<file path="src/rtl/mem_wb_buffer.sv">
// In-order writeback FIFO between the memory pipe and the shared regfile/ROB completion port.
// Optional MEM_WB_BYPASS_EN: an empty buffer forwards wb_* straight to the outputs (0-cycle latency).
module mem_wb_buffer #(
  parameter int DEPTH  = 4,
  parameter int ROB_W  = 6,
  parameter int PREG_W = 6,
  parameter int EXCP_W = 8
) (
  input  logic                       clk,
  input  logic                       rst,
  input  logic                       flush_i,
  input  logic                       wb_valid_i,
  output logic                       wb_ready_o,
  input  logic                       wb_we_i,
  input  logic [PREG_W-1:0]          wb_pdest_i,
  input  logic [31:0]                wb_wdata_i,
  input  logic [ROB_W-1:0]           wb_rob_idx_i,
  input  logic [EXCP_W-1:0]          wb_excp_i,
  input  logic                       wb_store_i,
  input  logic [31:0]                wb_paddr_i,
  input  logic [31:0]                wb_sdata_i,
  input  logic                       port_gnt_i,
  output logic                       out_req_o,
  output logic                       rf_we_o,
  output logic [PREG_W-1:0]          rf_waddr_o,
  output logic [31:0]                rf_wdata_o,
  output logic                       rob_cmp_valid_o,
  output logic [ROB_W-1:0]           rob_cmp_idx_o,
  output logic [EXCP_W-1:0]          rob_cmp_excp_o,
  output logic                       rob_cmp_store_o,
  output logic [31:0]                rob_cmp_paddr_o,
  output logic [31:0]                rob_cmp_sdata_o,
  output logic [$clog2(DEPTH):0]     count_o
);

  localparam int PTR_W = $clog2(DEPTH);
  localparam int CNT_W = PTR_W + 1;

  typedef struct packed {
    logic              we;
    logic [PREG_W-1:0] pdest;
    logic [31:0]       wdata;
    logic [ROB_W-1:0]  rob_idx;
    logic [EXCP_W-1:0] excp;
    logic              store;
    logic [31:0]       paddr;
    logic [31:0]       sdata;
  } entry_t;

  entry_t [DEPTH-1:0] mem_q, mem_d;
  logic [PTR_W-1:0]   rd_ptr_q, rd_ptr_d;
  logic [PTR_W-1:0]   wr_ptr_q, wr_ptr_d;
  logic [CNT_W-1:0]   count_q, count_d;

  entry_t in_entry;
  entry_t head;
  logic   empty;
  logic   byp;
  logic   push;
  logic   pop;
  logic   fifo_push;
  logic   fifo_pop;

  always_comb begin
    in_entry.we      = wb_we_i;
    in_entry.pdest   = wb_pdest_i;
    in_entry.wdata   = wb_wdata_i;
    in_entry.rob_idx = wb_rob_idx_i;
    in_entry.excp    = wb_excp_i;
    in_entry.store   = wb_store_i;
    in_entry.paddr   = wb_paddr_i;
    in_entry.sdata   = wb_sdata_i;
  end

  assign empty      = (count_q == '0);
  // Ready ignores the grant on purpose: a full buffer never pops-through in the same cycle.
  assign wb_ready_o = (count_q != CNT_W'(DEPTH));

`ifdef MEM_WB_BYPASS_EN
  assign byp = empty & wb_valid_i & ~flush_i;
`else
  assign byp = 1'b0;
`endif

  assign out_req_o = ~empty | byp;
  assign head      = byp ? in_entry : mem_q[rd_ptr_q];
  assign push      = wb_valid_i & wb_ready_o & ~flush_i;
  assign pop       = out_req_o & port_gnt_i & ~flush_i;
  // A bypassed entry that is granted completes directly and never occupies a slot.
  assign fifo_push = push & ~(byp & port_gnt_i);
  assign fifo_pop  = pop & ~empty;

  assign rf_we_o         = pop & head.we;
  assign rob_cmp_valid_o = pop;
  assign rf_waddr_o      = out_req_o ? head.pdest   : '0;
  assign rf_wdata_o      = out_req_o ? head.wdata   : '0;
  assign rob_cmp_idx_o   = out_req_o ? head.rob_idx : '0;
  assign rob_cmp_excp_o  = out_req_o ? head.excp    : '0;
  assign rob_cmp_store_o = out_req_o ? head.store   : 1'b0;
  assign rob_cmp_paddr_o = out_req_o ? head.paddr   : '0;
  assign rob_cmp_sdata_o = out_req_o ? head.sdata   : '0;
  assign count_o         = count_q;

  always_comb begin
    mem_d    = mem_q;
    rd_ptr_d = rd_ptr_q;
    wr_ptr_d = wr_ptr_q;
    count_d  = count_q;
    if (fifo_push) begin
      mem_d[wr_ptr_q] = in_entry;
      wr_ptr_d        = wr_ptr_q + PTR_W'(1);
    end
    if (fifo_pop) begin
      rd_ptr_d = rd_ptr_q + PTR_W'(1);
    end
    case ({fifo_push, fifo_pop})
      2'b10:   count_d = count_q + CNT_W'(1);
      2'b01:   count_d = count_q - CNT_W'(1);
      default: count_d = count_q;
    endcase
    if (flush_i) begin
      rd_ptr_d = '0;
      wr_ptr_d = '0;
      count_d  = '0;
    end
  end

  always_ff @(posedge clk) begin
    if (rst) begin
      rd_ptr_q <= '0;
      wr_ptr_q <= '0;
      count_q  <= '0;
    end else begin
      rd_ptr_q <= rd_ptr_d;
      wr_ptr_q <= wr_ptr_d;
      count_q  <= count_d;
    end
  end

  // Payload storage needs no reset; occupancy alone decides what is valid.
  always_ff @(posedge clk) begin
    mem_q <= mem_d;
  end

endmodule

</file>
<file path="config.mk">
export PLATFORM = sky130hd
export DESIGN_NAME = mem_wb_buffer
export DESIGN_NICKNAME = d
export VERILOG_FILES = /design/src/rtl/mem_wb_buffer.sv
export SDC_FILE = /design/constraint.sdc
export NUM_CORES = 1
export LEC_CHECK = 0
export CELL_PAD_IN_SITES_DETAIL_PLACEMENT = 1
export CELL_PAD_IN_SITES_GLOBAL_PLACEMENT = 1
export CORE_AREA = 4 4 219 221
export CTS_BUF_LIST = sky130_fd_sc_hd__clkbuf_8
export DETAILED_ROUTE_END_ITERATION = 10
export DIE_AREA = 0 0 223 225
export PLACE_DENSITY_LB_ADDON = 0.1
export SETUP_SLACK_MARGIN = 0.3
export SYNTH_ARGS = -nofsm -noshare
export SYNTH_HDL_FRONTEND = slang
export SYNTH_SLANG_ARGS = --single-unit
</file>
<file path="constraint.sdc">
create_clock -name clk -period 7.4 [get_ports clk]
set_input_delay 1.48 -clock clk [delete_from_list [all_inputs] [get_ports clk]]
set_output_delay 1.48 -clock clk [all_outputs]
set_load 0.05 [all_outputs]
</file>
==> reports/qor.csv <==
stage,metric,value,unit
status,run status,"finished, final reports clean",
power_and_ir_drop,pwr dens,235,nW/um^2
cts,number of buffers added to fix hold violations after cts,0,
cells_and_area,"final std cell area, no fill",22700,sq um
die,Die Span X,223,microns
synth,top-area cell type share of the netlist area,77.7,%
worst_setup_path,endpoint of the most critical register-to-register path,mem_q[268],
worst_hold_path,worst hold path startpoint,wr_ptr_q[0],
synth,post-synthesis async set-or-reset flop share,0,%
global_routing,GRT Total Usage,15.8,%
power_and_ir_drop,switching power share of the total,22.1,%
worst_setup_path,startpoint of the most critical register-to-register path,count_o[0],
cells_and_area,"Area growth, synth to finish",24.5,%
power_and_ir_drop,power dissipated by switching net loads,1180,uW
die,Starting Density,39.5,%
synth,leading post-synthesis cells by cell area,"sky130_fd_sc_hd__edfxtp_1 (78%), sky130_fd_sc_hd__mux4_2 (15%), sky130_fd_sc_hd__and2_1 (4.2%)",
worst_setup_path,number of buffers and inverters on the critical path,2,
detailed_routing,aggregate routed wire length,39.6,mm
detailed_routing,Avg WL per Cell,22.4,microns
cts,CTS HTree Levels,3,
cts,CTS tree,built,
sta,Max Clock Skew,17.5,ps
worst_setup_path,largest stage delay on the critical path,930,ps
cts,maximum clock insertion buffer count,3,
worst_setup_path,critical path class,reg -> out,
cts,clock transition at the registers of the reported paths,50,ps
cells_and_area,Layout Nets,1228,
synth,largest family of logic cells by synthesized area,multiplexers,
global_routing,number of antenna violations at the first check in global routing,4,
worst_setup_path,startpoint class of the critical path,flip-flop,
synth,sequential share of the synthesized area,78.4,%
sta,Setup-failing EPs final,0,
place,quantity of I/O buffers inserted on ports,246,
synth,Mean Syn Cell Area,22.8,sq um
place,placed cell areas,21400,sq um
sta,unrepaired setup endpoints after global routing,no,
synth,post-synthesis cell count,800,
synth,Synth area leader,sky130_fd_sc_hd__edfxtp_1,
place,HPWL reported at the end of detailed placement,23.2,mm
worst_hold_path,number of instances on the worst hold path,2,
synth,fraction of synthesized area in multiplexers,14.6,%
worst_setup_path,data required time at the worst endpoint,5920,ps
detailed_routing,First DRT Iteration DRCs,487,
synth,"share of synthesized cell area in full adder, half adder and majority cells",0.453,%
sta,sum of negative setup slack,0,ps
sta,hold_ws,530,ps
synth,dominant synthesized flop cell,sky130_fd_sc_hd__edfxtp_1,
sta,shortest period the worst path allows,5100,ps
sta,Worst-Margin Slew,937,ps
detailed_routing,remaining design rule violation count,0,
worst_setup_path,data arrival time at the worst-slack endpoint,3620,ps
worst_setup_path,r2r worst-path depth,4,
synth,most numerous cell in the Yosys netlist,sky130_fd_sc_hd__edfxtp_1,
synth,commonest cells in the synthesized netlist,"sky130_fd_sc_hd__edfxtp_1 (472), sky130_fd_sc_hd__and2_1 (122), sky130_fd_sc_hd__mux4_2 (118)",
synth,count of different cell masters after synthesis,23,
global_routing,vias in the first global route,9745,
flow_run,max-cap viol count,0,
worst_setup_path,critical path peak fanout,62,
worst_setup_path,family of cells with the greatest summed delay on the critical path,buffers and inverters,
die,site row count,79,
cells_and_area,share of final-layout standard cells stronger than drive strength 1,19.4,%
synth,Mapped Area,18200,sq um
global_routing,maximum number of pins on one net before global-route repair,64,
cts,number of post-CTS setup repair buffers,0,
power_and_ir_drop,cell-internal power,4170,uW
detailed_routing,DR vias,8732,
power_and_ir_drop,clock share of power,37.2,%
worst_setup_path,critical path capture point type,primary output,
cts,number of gates given a new drive strength after cts,0,
sta,Final Slew Violations,0,
worst_hold_path,Hold EP,wr_ptr_q[0],
worst_hold_path,Worst Hold Class,reg -> reg,
die,die extent in y,225,microns
die,overall die area,50200,sq um
cts,number of clock sinks seen by CTS,479,
synth,Post-synth EDFFs,472,
synth,flip-flop and latch count after synthesis,479,
synth,count of warnings emitted by yosys,0,
power_and_ir_drop,largest voltage drop on the vdd net,139,uV
die,top-level I/O count,247,
synth,post-synthesis xor/xnor area fraction,0.192,%
place,gp weighted congestion,0.674,
sta,fmax,0.196,GHz
detailed_routing,Routed Antenna Nets,0,
sta,number of failing hold endpoints at the final stage,0,
sta,worst slew slack as a fraction of its limit,37.5,%
synth,"share of synthesized cell area in and, or, nand and nor gates",4.55,%
worst_setup_path,Worst R2R Setup Slack,4490,ps
detailed_routing,average via count per standard cell,4.93,
detailed_routing,first-pass detailed-route iteration total,4,
worst_setup_path,list of cells traversed by the critical path,buf_12 > mux4_2 > and2_1 > clkdlybuf4s50_1,
global_routing,wire length of the first global-routing pass,60.3,mm
die,total core area,46200,sq um
cts,buffer type at the clock tree root,sky130_fd_sc_hd__clkbuf_8,
synth,post-synthesis net count,929,
worst_setup_path,"slowest stage cell, crit path",sky130_fd_sc_hd__dfxtp_4,
power_and_ir_drop,proportion of power drawn by flip-flops and latches,56.8,%
power_and_ir_drop,static power due to leakage,0.00719,uW
global_routing,Overflow after GRT,0,
cts,later-pin clock latency in the skew report,620,ps
power_and_ir_drop,combinational group share of total power,5.9,%
sta,portion of the clock cycle consumed by the worst path in the final layout,68.9,%
cts,Num CTS Buffers,79,
synth,area fraction in compound gates after synthesis,0.281,%
==> area by class of cell <==
type / instances / area, sq um
clock buffers: 80 / 1100
multi-input cells: 273 / 3670
flip-flops and latches: 479 / 14300
repair buffers: 258 / 2580
well taps: 607 / 759
inverters: 8 / 30.0
clock inverters: 61 / 249
diodes: 4 / 10.0
fillers: 4213 / 23400
==> sequential cells by signal, summed over array words and instances, names as in the netlist <==
| signal | flops |
|---|---|
| wr_ptr_q | 2 |
| rd_ptr_q | 2 |
| count_o | 3 |
| mem_q | 472 |
==> power by group through the flow <==
stage | logic [uW] | registers, uW | clock network (uW)
2_1_floorplan | 159 | 3100 | 0
3_3_place_gp | 320 | 3090 | 0
3_5_place_dp | 324 | 3100 | 0
4_1_cts | 325 | 3040 | 2090
5_1_grt | 339 | 3040 | 2220
6_report | 318 | 3040 | 1990
==> kinds of logic after synthesis <==
kind of cell / Yosys count
buf+inv: 48
flops: 479
simple gates: 136
xor+xnor: 4
mux: 118
fa+ha+maj: 6
compound gates: 9
==> cell usage in the layout (no fill, tap or decap) <==
| cell type | instances |
|---|---|
| sky130_fd_sc_hd__o21ai_0 | 3 |
| sky130_fd_sc_hd__clkinv_1 | 17 |
| sky130_fd_sc_hd__mux4_2 | 118 |
| sky130_fd_sc_hd__clkdlybuf4s50_1 | 246 |
| sky130_fd_sc_hd__buf_12 | 2 |
| sky130_fd_sc_hd__o31ai_1 | 1 |
| sky130_fd_sc_hd__clkinv_2 | 3 |
| sky130_fd_sc_hd__nor2_1 | 7 |
| sky130_fd_sc_hd__or3_4 | 1 |
| sky130_fd_sc_hd__or3_1 | 1 |
| sky130_fd_sc_hd__nor3_1 | 1 |
| sky130_fd_sc_hd__and2_1 | 118 |
| sky130_fd_sc_hd__ha_1 | 5 |
| sky130_fd_sc_hd__edfxtp_1 | 472 |
| sky130_fd_sc_hd__clkbuf_8 | 80 |
| sky130_fd_sc_hd__dfxtp_4 | 2 |
| sky130_fd_sc_hd__o311ai_0 | 1 |
| sky130_fd_sc_hd__xor2_1 | 4 |
| sky130_fd_sc_hd__diode_2 | 4 |
| sky130_fd_sc_hd__buf_4 | 10 |
| sky130_fd_sc_hd__nor3b_1 | 1 |
| sky130_fd_sc_hd__and2_4 | 4 |
| sky130_fd_sc_hd__nand3_1 | 2 |
| sky130_fd_sc_hd__dfxtp_1 | 5 |
| sky130_fd_sc_hd__inv_6 | 1 |
| sky130_fd_sc_hd__inv_1 | 45 |
| sky130_fd_sc_hd__fa_1 | 1 |
| sky130_fd_sc_hd__a21oi_1 | 4 |
| sky130_fd_sc_hd__or2_2 | 1 |
| sky130_fd_sc_hd__clkinvlp_4 | 3 |
==> worst min-delay path: stages (launching register included) <==
cell and delay, ps:
sky130_fd_sc_hd__dfxtp_1 340, sky130_fd_sc_hd__o21ai_0 80, sky130_fd_sc_hd__a21oi_1 60
==> per-stage QoR <==
stage	worst slack [ps]	instances	util (%)	total power, uW
3_3_place_gp	2730	1625	46.3	3410
6_report	2300	1770	49.2	5350
3_5_place_dp	2730	1625	46.3	3420
5_1_grt	1980	1766	49.2	5600
2_1_floorplan	2330	800	-	3260
4_1_cts	2080	1766	49.2	5460
==> worst max path at each step <==
stage,end,from,cells after the start
CTS,rob_cmp_paddr_o[1],rd_ptr_q[0],4
floorplan,mem_q[0],wb_valid_i,3
detailed placement,rf_we_o,port_gnt_i,5
finish,rob_cmp_paddr_o[1],rd_ptr_q[0],4
global route,rob_cmp_paddr_o[1],rd_ptr_q[0],4
global placement,rf_we_o,port_gnt_i,5
==> per-layer routing <==
layer | up-vias | share of wire, % | GRT usage, %
li1 | 3881 | - | -
met1 | 4563 | 41 | 19.9
met2 | 228 | 51 | 26.2
met3 | 56 | 6.6 | 5.28
met4 | 4 | 1.8 | 5.17
met5 | - | 0.081 | 0
Note: power is estimated with default switching activity, not from simulation.
